### config.mk
export PLATFORM = sky130hd
export DESIGN_NAME = full_adder_reg
export DESIGN_NICKNAME = d
export VERILOG_FILES = /design/src/rtl/full_adder_reg.sv
export SDC_FILE = /design/constraint.sdc
export NUM_CORES = 1
export LEC_CHECK = 0
export ABC_AREA = 1
export BUFFER_PORTS_ARGS = -buffer_cell sky130_fd_sc_hd__clkbuf_2
export CAP_MARGIN = 5
export CORE_AREA = 4 4 41 43
export CTS_BUF_LIST = sky130_fd_sc_hd__clkbuf_8
export CTS_CLUSTER_DIAMETER = 60
export DETAILED_ROUTE_END_ITERATION = 10
export DIE_AREA = 0 0 45 47
export PLACE_DENSITY = 0.36
export SYNTH_ARGS = -nofsm -noshare
export SYNTH_HDL_FRONTEND = slang
export SYNTH_SLANG_ARGS = --single-unit
### constraint.sdc
create_clock -name sys_clk -period 0.8 [get_ports sys_clk]
set_input_delay 0.08 -clock sys_clk [delete_from_list [all_inputs] [get_ports sys_clk]]
set_output_delay 0.08 -clock sys_clk [all_outputs]
set_load 0.02 [all_outputs]
### src/rtl/full_adder_reg.sv
// Registered WIDTH-bit ripple-carry adder: {count,sum} = in_1 + in_2 + cin, one cycle latency.
// Optional signed-overflow output ovf is enabled by defining FULL_ADDER_OVF_EN.
module full_adder_reg #(
    parameter int WIDTH = 1
) (
    input  logic             sys_clk,
    input  logic             sys_rst,
    input  logic             in_valid,
    input  logic [WIDTH-1:0] in_1,
    input  logic [WIDTH-1:0] in_2,
    input  logic             cin,
    output logic             out_valid,
    output logic [WIDTH-1:0] sum,
    output logic             count
`ifdef FULL_ADDER_OVF_EN
    ,
    output logic             ovf
`endif
);

    // Single-bit full-adder cell equations.
    function automatic logic fa_sum(input logic a, input logic b, input logic c);
        return a ^ b ^ c;
    endfunction

    function automatic logic fa_carry(input logic a, input logic b, input logic c);
        return (a & b) | (a & c) | (b & c);
    endfunction

    // carry_s[i] is the carry into cell i; carry_s[WIDTH] is the final carry-out.
    logic [WIDTH:0]   carry_s;
    logic [WIDTH-1:0] sum_s;

    assign carry_s[0] = cin;

    for (genvar i = 0; i < WIDTH; i++) begin : g_cell
        assign sum_s[i]       = fa_sum(in_1[i], in_2[i], carry_s[i]);
        assign carry_s[i + 1] = fa_carry(in_1[i], in_2[i], carry_s[i]);
    end

    // Result registers: capture on in_valid, otherwise hold data and drop valid.
    always_ff @(posedge sys_clk or posedge sys_rst) begin
        if (sys_rst) begin
            sum       <= {WIDTH{1'b0}};
            count     <= 1'b0;
            out_valid <= 1'b0;
        end else if (in_valid) begin
            sum       <= sum_s;
            count     <= carry_s[WIDTH];
            out_valid <= 1'b1;
        end else begin
            out_valid <= 1'b0;
        end
    end

`ifdef FULL_ADDER_OVF_EN
    // Signed overflow is the carry into the MSB differing from the carry out of it.
    logic ovf_s;
    assign ovf_s = carry_s[WIDTH] ^ carry_s[WIDTH - 1];

    // Overflow flag register, updated alongside sum.
    always_ff @(posedge sys_clk or posedge sys_rst) begin
        if (sys_rst) begin
            ovf <= 1'b0;
        end else if (in_valid) begin
            ovf <= ovf_s;
        end else begin
            ovf <= ovf;
        end
    end
`endif

endmodule

==> metrics.md, run 1 <==
| Metric | Value |
|---|---|
| CP max FO | 2 |
| Tcrit/Tclk final | 102.3% |
| Xor-xnor portion of the synthesized cell area | 0% |
| Crit Path Class | reg2out |
| Final setup vio count | 2 |
| Post-Synth Simple-Gate Area | 18.00% |
| Critical path startpoint | sum |
| Clk pwr share | 58.6% |
| Starting density of the core | 9.615% |
| Clk_lat worst skew | 0.21 ns |
| First-pass DRT Iterations | 2 |
| Leakage | 0.1534 nW |
| Synthesized flop and latch total | 3 |
| Largest family of logic cells by synthesized area | simple AND/OR/NAND/NOR gates |
| Compound-Gate Fraction of Synth Area | 0% |
| Vias in the first global route | 133 |
| Tmin final | 0.8187 ns |
| Full die area | 0.002115 mm² |
| Worst setup EP type | primary output |
| Seq/Total Area, Yosys | 60.00% |
| PD cells | 2611 mW/mm² |
| Routed vias | 130 |
| Setup TNS | -0.03610 ns |
| CP Depth | 1 |
| Critical Path RT | 0.72 ns |
| Post-synthesis mux area share | 0% |
| Synth unique cells | 4 |
| Initial drt markers | 1 |
| Crit path buffers/inverters | 1 |
| Initial antenna violation count | 0 |
| Outcome | finished with violations |
| GR Overflow Total | 0 |
| Critical path, cell by cell | clkbuf_8 |
| Net Sw Power | 0.0001600 W |
| Chip Height | 47 µm |
| Final hold vios | 0 |
| Startpoint types | flop |
| Failing checks | setup timing |
| Fmax | 1.222 GHz |
| Hold Path Depth | 1 |
| Total GRT Usage | 4.834% |
| Slowest library cell on the worst path | dfrtp_1 |
| Combinational Power Share | 16.9% |
| WHS | 0.02596 ns |
| Largest net degree at the start of global routing | 5 |
| Average wire per standard cell | 8.571 µm |
| Hold WC Path Type | in2reg |
| Reg power frac | 24.5% |
| DIE WIDTH | 45 µm |
| Longest Clk Path Bufs | 2 |
| Min-delay src | in_valid |
| TritonCTS clock tree | done |
| Max IR drop VDD | 0.0003320 V |
| Antenna fix cells | 0 |
| Synth Net Count | 19 |
| Mapped Cells | 12 |
| RSZ-0062 raised after global routing | true |
| Crit path largest cell delay | 0.37 ns |
| Fin nets | 35 |
| DRC Markers | 0 |
| Crit Reg-Reg Startpoint | sum |
| Final core utilization | 21.35% |
| Row count | 13 |
| Cell-internal power | 0.0005653 W |
| Root buffer cell | clkbuf_8 |
| Worst Hold Endpoint | out_valid |
| Area of the mapped netlist | 125.1 µm² |
| Post-route ant nets | 0 |
| Synth warnings | 0 |
| Max-Cap Viols | 0 |
| # IOs | 9 |
| Core ar. | 0.001301 mm² |
| GP Congestion | 0.6797 |
| Crit path max-delay family | flip-flops |
| Final max-slew violation count | 0 |
| Global-route wire length before repair | 558 µm |
| Post-synthesis adder-cell area fraction | 16.00% |
| Cells on worst reg2reg path | 3 |
| Fin Clk Skew | 0 ns |
| Final WL | 360 µm |
| P&R area growth vs syn | 122.0% |
| Worst-margin pin slew | 0.1199 ns |
| Worst-path clk slew | 0.03 ns |
| Setup ws final | -0.01865 ns |
| Cts bufs inserted | 3 |
| Data arrival, critical path | 0.74 ns |
| R2R Setup Slk | 0.09 ns |
| Syn_area_per_cell | 10.43 µm² |
| Switch share | 22.06% |
| Vias/cell | 3.095 |
| R2R Path End | sum |
| Slew HR | 91.99% |
| Layout cells sized above 1 | 48.15% |
| Fillers | 163 |
| Count of buffers from port buffering | 8 |
| H-tree Lvls | 1 |
| Pre-CTS setup slack | -0.08634 ns |
| # clock sinks | 3 |
[kinds of logic after synthesis]
kind of cell	after synthesis
flip-flops	3
AND/OR/NAND/NOR	6
adder cells (fa/ha/maj)	1
buffers and inverters	2
[Yosys cell counts]
master	n	area share, %
inv_1	2	6.0
dfrtp_1	3	60
fa_1	1	16
nand2_1	6	18
[layout by cell type, fill, tap and decap left out, drive strengths merged]
cell type	instances
dfrtp	3
fa	1
clkbuf	10
nand2	6
dlygate4sd3	1
inv	3
buf	3
[through the flow]
step / total power [W] / std cells / cell area, µm²
global route: 0.0007616 / 42 / 277.8
floorplan: 0.0002179 / 12 / 125.1
global placement: 0.0002553 / 35 / 183.9
detailed placement: 0.0002566 / 35 / 183.9
CTS: 0.0007382 / 42 / 271.5
finish: 0.0007253 / 42 / 277.8
[power groups by stage]
stage	combinational, W	sequential, W	clock, W
2_1_floorplan	0.0000204	0.000197	0
3_3_place_gp	0.0000778	0.000177	0
3_5_place_dp	0.0000790	0.000178	0
4_1_cts	0.000122	0.000177	0.000440
5_1_grt	0.000135	0.000180	0.000446
6_report	0.000123	0.000178	0.000425
[area by class of cell]
type	instances	area [µm²]	area share (%)
Sequential cell	3	75.07	27.03
Clock inverter	1	3.754	1.351
Multi-Input combinational cell	7	42.54	15.32
Tap cell	15	18.77	6.757
Clock buffer	3	41.29	14.86
Timing Repair Buffer	11	88.84	31.98
Inverter	2	7.507	2.703
[how the worst max path moves through the flow]
stage	to	slack, ns
after floorplan	sum	0.04
after global placement	sum	-0.08
after detailed placement	sum	-0.09
after CTS	count	-0.02
after global routing	sum	-0.05
final	sum	-0.02
[flip-flops by register name, summed over array words and instances (netlist names)]
name       flops
count          1
out_valid      1
sum            1
[layer usage]
layer | vias up | global-route usage [%] | wire (µm)
met5 | - | 0 | 0
met4 | 0 | 7.018 | 14
met3 | 2 | 3.448 | 78
met2 | 11 | 4.520 | 110
met1 | 52 | 5.505 | 156
li1 | 65 | - | -
[what timing repair did]
item	CTS	global route
hold endpoints to repair	3	0
resized for setup	4	3
hold buffers	1	0
setup endpoints to repair	2	3
setup buffers	2	0
Power figures use the tool's default switching activity.
==> run 2: changes to the inputs <==
--- a/config.mk
+++ b/config.mk
@@ -8,11 +8,11 @@
 export ABC_AREA = 1
 export BUFFER_PORTS_ARGS = -buffer_cell sky130_fd_sc_hd__clkbuf_2
 export CAP_MARGIN = 5
-export CORE_AREA = 4 4 41 43
+export CORE_AREA = 2 2 39 41
 export CTS_BUF_LIST = sky130_fd_sc_hd__clkbuf_8
 export CTS_CLUSTER_DIAMETER = 60
 export DETAILED_ROUTE_END_ITERATION = 10
-export DIE_AREA = 0 0 45 47
+export DIE_AREA = 0 0 41 43
 export PLACE_DENSITY = 0.36
 export SYNTH_ARGS = -nofsm -noshare
 export SYNTH_HDL_FRONTEND = slang
==> run 2 against run 1 <==
  * The run still ends with setup timing left
  * Routed wire length decreased by 25%
  * Die area is 17% lower
  * Sequential share of layout area up 0.88 points
  * Count of clock-buffer cells in the layout did not move
  * Fmax is 0.14% higher
  * Global-route usage rose by 0.11 points
  * Total power is 2.2% lower
  * Non-clock buffer count shrank 1
  * Register-to-register slack hardly changed
==> metrics.md, run 2 (synthesis gave the netlist of run 1 again) <==
| Metric | Value |
|---|---|
| Final WL | 269 µm |
| Fin nets | 34 |
| Core ar. | 0.001384 mm² |
| P&R area growth vs syn | 115.0% |
| DRC Markers | 0 |
| Worst-path clk slew | 0.03 ns |
| Final setup vio count | 2 |
| Global-route wire length before repair | 455 µm |
| Crit path max-delay family | flip-flops |
| Final max-slew violation count | 0 |
| Max IR drop VDD | 0.0005475 V |
| Commonest non-fill, non-tap cell in the layout | nand2_1 |
| H-tree Lvls | 1 |
| Full die area | 0.001763 mm² |
| Starting density of the core | 9.042% |
| Critical Path RT | 0.72 ns |
| Crit path buffers/inverters | 1 |
| Vias/cell | 2.833 |
| Worst-margin pin slew | 0.1125 ns |
| Root buffer cell | clkbuf_8 |
| Max-Cap Viols | 0 |
| Post-route ant nets | 0 |
| Initial drt markers | 1 |
| # IOs | 9 |
| Tcrit/Tclk final | 102.2% |
| Hold WC Path Type | in2reg |
| Chip Height | 43 µm |
| RSZ-0062 raised after global routing | true |
| Cts bufs inserted | 3 |
| Most frequent cells in the layout | nand2_1 (6), clkbuf_2 (5), clkbuf_8 (4) |
| PD cells | 2636 mW/mm² |
| CP max FO | 2 |
| Initial antenna violation count | 0 |
| Cell Count, Final, Fillers Out | 42 |
| Row count | 14 |
| Post-DP HPWL | 206.7 µm |
| Crit path largest cell delay | 0.39 ns |
| Routed vias | 119 |
| Antenna fix cells | 0 |
| GR Overflow Total | 0 |
| DIE WIDTH | 41 µm |
| Worst setup EP type | primary output |
| Total GRT Usage | 4.940% |
| Layout cells sized above 1 | 46.15% |
| Crit Path Class | reg2out |
| Data arrival, critical path | 0.74 ns |
| Largest net degree at the start of global routing | 5 |
| Average wire per standard cell | 6.405 µm |
| Longest Clk Path Bufs | 2 |
| Count of buffers from port buffering | 8 |
| Leakage | 0.1474 nW |
| Setup ws final | -0.01749 ns |
| TritonCTS clock tree | done |
| Final hold vios | 0 |
| Slew HR | 92.49% |
| Fin Clk Skew | 0 ns |
| GP Congestion | 0.6095 |
| # clock sinks | 3 |
| Fmax | 1.223 GHz |
| Slowest library cell on the worst path | dfrtp_1 |
| Tmin final | 0.8175 ns |
| Total power | 0.0007092 W |
| Startpoint types | flop |
| Cells after DPL | 36 |
| Biggest registers after layout | count: 1 flops, out_valid: 1 flops, sum: 1 flops |
| WHS | 0.01678 ns |
| Clk_lat worst skew | 0.21 ns |
| Outcome | finished with violations |
| First-pass DRT Iterations | 2 |
| Vias in the first global route | 103 |
| Failing checks | setup timing |
| Critical path, cell by cell | buf_6 |
==> run 2: final timing paths <==
check,from,endpoint,slack (ns),depth (start not counted)
worst max-delay path,sum,sum,-0.02,1
worst min-delay path,in_valid,out_valid,0.02,1
worst max register to register,count,count,0.09,3
worst min register to register,sum,sum,0.51,2
max in group asynchronous,sys_rst,count,0.41,3
min in group asynchronous,sys_rst,sum,0.26,3
==> run 2: layer usage <==
metal | vias to the layer above | global-route usage (%) | wire length [µm]
met3 | 2 | 4.712 | 48
met2 | 11 | 3.750 | 75
met1 | 44 | 5.212 | 130
met5 | - | 0 | 0
met4 | 0 | 8.000 | 14
li1 | 62 | - | -
==> run 2: final cells by class <==
class	instances	area [µm²]
fillers	158	1115
repair buffers	10	78.83
clock buffers	3	41.29
clock inverters	1	3.754
well taps	16	20.02
inverters	2	7.507
multi-input cells	7	42.54
flip-flops and latches	3	75.07
==> run 2: what timing repair did <==
action,4_1_cts,5_1_grt
endpoints found under the hold margin,3,0
setup buffers,1,0
setup endpoints to repair,2,3
resized for setup,2,6
hold buffers,1,0
==> run 2: through the flow <==
stage	area, µm²	util, %	setup WS [ns]	TNS [ns]
after floorplan	125.1	-	0.04125	0
after global placement	185.2	13.38	-0.05881	-0.06631
after detailed placement	185.2	13.38	-0.07260	-0.1002
after CTS	256.5	18.54	-0.03053	-0.05143
after global routing	269.0	19.44	-0.04344	-0.07539
final	269.0	19.44	-0.01749	-0.03222
==> run 2: power breakdown <==
part / switching, W / internal [W] / leakage [nW]
Sequential: 0.0000106 / 0.000169 / 0.0360
Combinational: 0.0000487 / 0.0000587 / 0.0845
Clock: 0.0000962 / 0.000326 / 0.0269
Total: 0.000155 / 0.000554 / 0.147
==> run 3: changes to the inputs <==
--- a/config.mk
+++ b/config.mk
@@ -6,7 +6,7 @@
 export NUM_CORES = 1
 export LEC_CHECK = 0
 export ABC_AREA = 1
-export BUFFER_PORTS_ARGS = -buffer_cell sky130_fd_sc_hd__clkbuf_2
+export BUFFER_PORTS_ARGS = -buffer_cell sky130_fd_sc_hd__buf_2
 export CAP_MARGIN = 5
 export CORE_AREA = 2 2 39 41
 export CTS_BUF_LIST = sky130_fd_sc_hd__clkbuf_8
==> run 3 against run 2 <==
  * The run still ends with setup timing left
  * Clock skew unchanged
  * Register-to-register slack about the same
  * Worst setup slack better by 0.013 ns
  * Largest cell class unchanged
==> metrics.md, run 3 (synthesis gave the netlist of run 1 again) <==
| Metric | Value |
|---|---|
| Most frequent cells in the layout | nand2_1 (6), buf_2 (5) |
| Min-delay src | in_valid |
| Total GRT Usage | 5.343% |
| Final hold vios | 0 |
| Reg power frac | 24.8% |
| Met2 usage | 3.750% |
| Outcome | finished with violations |
| Setup ws final | -0.004782 ns |
| Cell-internal power | 0.0005615 W |
| DIE WIDTH | 41 µm |
| Setup TNS | -0.004782 ns |
| Longest Clk Path Bufs | 2 |
| Critical path, cell by cell | buf_6 |
| First-pass DRT Iterations | 4 |
| Antenna fix cells | 0 |
| Commonest non-fill, non-tap cell in the layout | nand2_1 |
| Clk pwr share | 58.7% |
| H-tree Lvls | 1 |
| Final max-slew violation count | 0 |
| Crit Path Class | reg2out |
| Initial drt markers | 2 |
| Slowest library cell on the worst path | dfrtp_1 |
| Final std cell area, no fill | 274.0 µm² |
| Met3 Resource Use GR | 6.283% |
| R2R Setup Slk | 0.08 ns |
| Leakage | 0.1502 nW |
| TritonCTS clock tree | done |
| Routed vias | 124 |
| Post-route ant nets | 0 |
| Tcrit/Tclk final | 100.6% |
| Failing checks | setup timing |
| Slew HR | 92.97% |
| Crit path max-delay family | flip-flops |
| Worst Hold Endpoint | out_valid |
| Crit path largest cell delay | 0.38 ns |
| Final WL | 288 µm |
| Area after DPL | 185.2 µm² |
| Fmax | 1.243 GHz |
| Worst-margin pin slew | 0.1054 ns |
| PD cells | 2626 mW/mm² |
| Tmin final | 0.8048 ns |
| Worst-path clk slew | 0.03 ns |
| Clk_lat worst skew | 0.21 ns |
| Initial antenna violation count | 0 |
| Full die area | 0.001763 mm² |
| Root buffer cell | clkbuf_8 |
| Average wire per standard cell | 6.698 µm |
| RSZ-0062 raised after global routing | true |
| Max IR drop VDD | 0.0004394 V |
| Hold WC Path Type | in2reg |
| Data arrival, critical path | 0.72 ns |
| Combinational Power Share | 16.5% |
| Gr busiest metal | met4 |
| Row count | 14 |
| P&R area growth vs syn | 119.0% |
| Global-route wire length before repair | 476 µm |
| Cts bufs inserted | 3 |
| Fin nets | 35 |
| Worst setup EP type | primary output |
| Core ar. | 0.001384 mm² |
| Chip Height | 43 µm |
| # IOs | 9 |
| Met1 global-route usage | 5.537% |
| Vias/cell | 2.884 |
| Startpoint types | flop |
| Critical Path RT | 0.72 ns |
| Starting density of the core | 9.042% |
| Cells on worst reg2reg path | 3 |
| GP Congestion | 0.6152 |
| Max-Cap Viols | 0 |
| # clock sinks | 3 |
| Crit Reg-Reg Startpoint | sum |
| Count of buffers from port buffering | 8 |
| Hold Path Depth | 1 |
| Net Sw Power | 0.0001580 W |
| CP max FO | 2 |
| Layout cells sized above 1 | 48.15% |
| DRC Markers | 0 |
| Vias in the first global route | 122 |
| Switch share | 21.96% |
| GR Overflow Total | 0 |
| Crit path buffers/inverters | 1 |
| R2R Path End | sum |
| Total power | 0.0007195 W |
| Final setup vio count | 1 |
| Biggest registers after layout | count: 1 flops, out_valid: 1 flops, sum: 1 flops |
| Largest net degree at the start of global routing | 5 |
| Fin Clk Skew | 0 ns |
==> run 3: cell count changes in the layout (fill, tap and decap cells not counted), sizes merged <==
cell,before,now
buf,3,10
clkbuf,9,3
==> run 3: power by group through the flow <==
stage	Clock (W)	Sequential, W	Combinational [W]
global placement	0	0.000177	0.0000751
CTS	0.000439	0.000178	0.000116
floorplan	0	0.000197	0.0000204
detailed placement	0	0.000178	0.0000772
finish	0.000422	0.000178	0.000119
global route	0.000460	0.000179	0.000133
==> run 3: per-layer routing <==
metal | share of wire [%] | up-vias | wire length (µm)
li1 | - | 63 | -
met1 | 47 | 50 | 136
met2 | 31 | 9 | 89
met3 | 18 | 2 | 53
met4 | 2.8 | 0 | 8
met5 | 0 | - | 0
==> run 3: final cells by class <==
cell class	count	area, µm²
multi-input combinational	7	42.54
fill	154	1110
inverter	2	7.507
timing repair buffer	11	83.83
clock inverter	1	3.754
tap	16	20.02
sequential	3	75.07
clock buffer	3	41.29
==> run 3: stage by stage <==
stage	hold WS [ns]	util [%]	setup WS (ns)	std cells
floorplan	-0.1664	-	0.04125	12
global placement	-0.05373	13.38	-0.07519	36
detailed placement	-0.05175	13.38	-0.09548	36
CTS	0.009951	19.35	-0.01025	43
global route	0.02021	19.80	-0.02561	43
finish	0.01408	19.80	-0.004782	43
==> run 3: worst max path at each step <==
stage / to / slack (ns) / from / cells after the start
after detailed placement: sum / -0.1 / in_1 / 4
after CTS: count / -0.01 / count / 1
after floorplan: sum / 0.04 / in_1 / 3
after global routing: sum / -0.03 / sum / 1
final: sum / -0.005 / sum / 1
after global placement: sum / -0.08 / in_1 / 4
==> run 3: worst register-to-register path: stages (launching register included) <==
cell and delay, ns:
dfrtp_1 0.38, buf_4 0.14, nand2_1 0.05, nand2_1 0.04
==> run 3: repair_timing <==
item | in CTS | in global routing
buffers inserted | 2 | 0
endpoints found under the setup margin | 2 | 3
hold buffers | 1 | 0
endpoints found under the hold margin | 3 | 0
resized for setup | 4 | 2
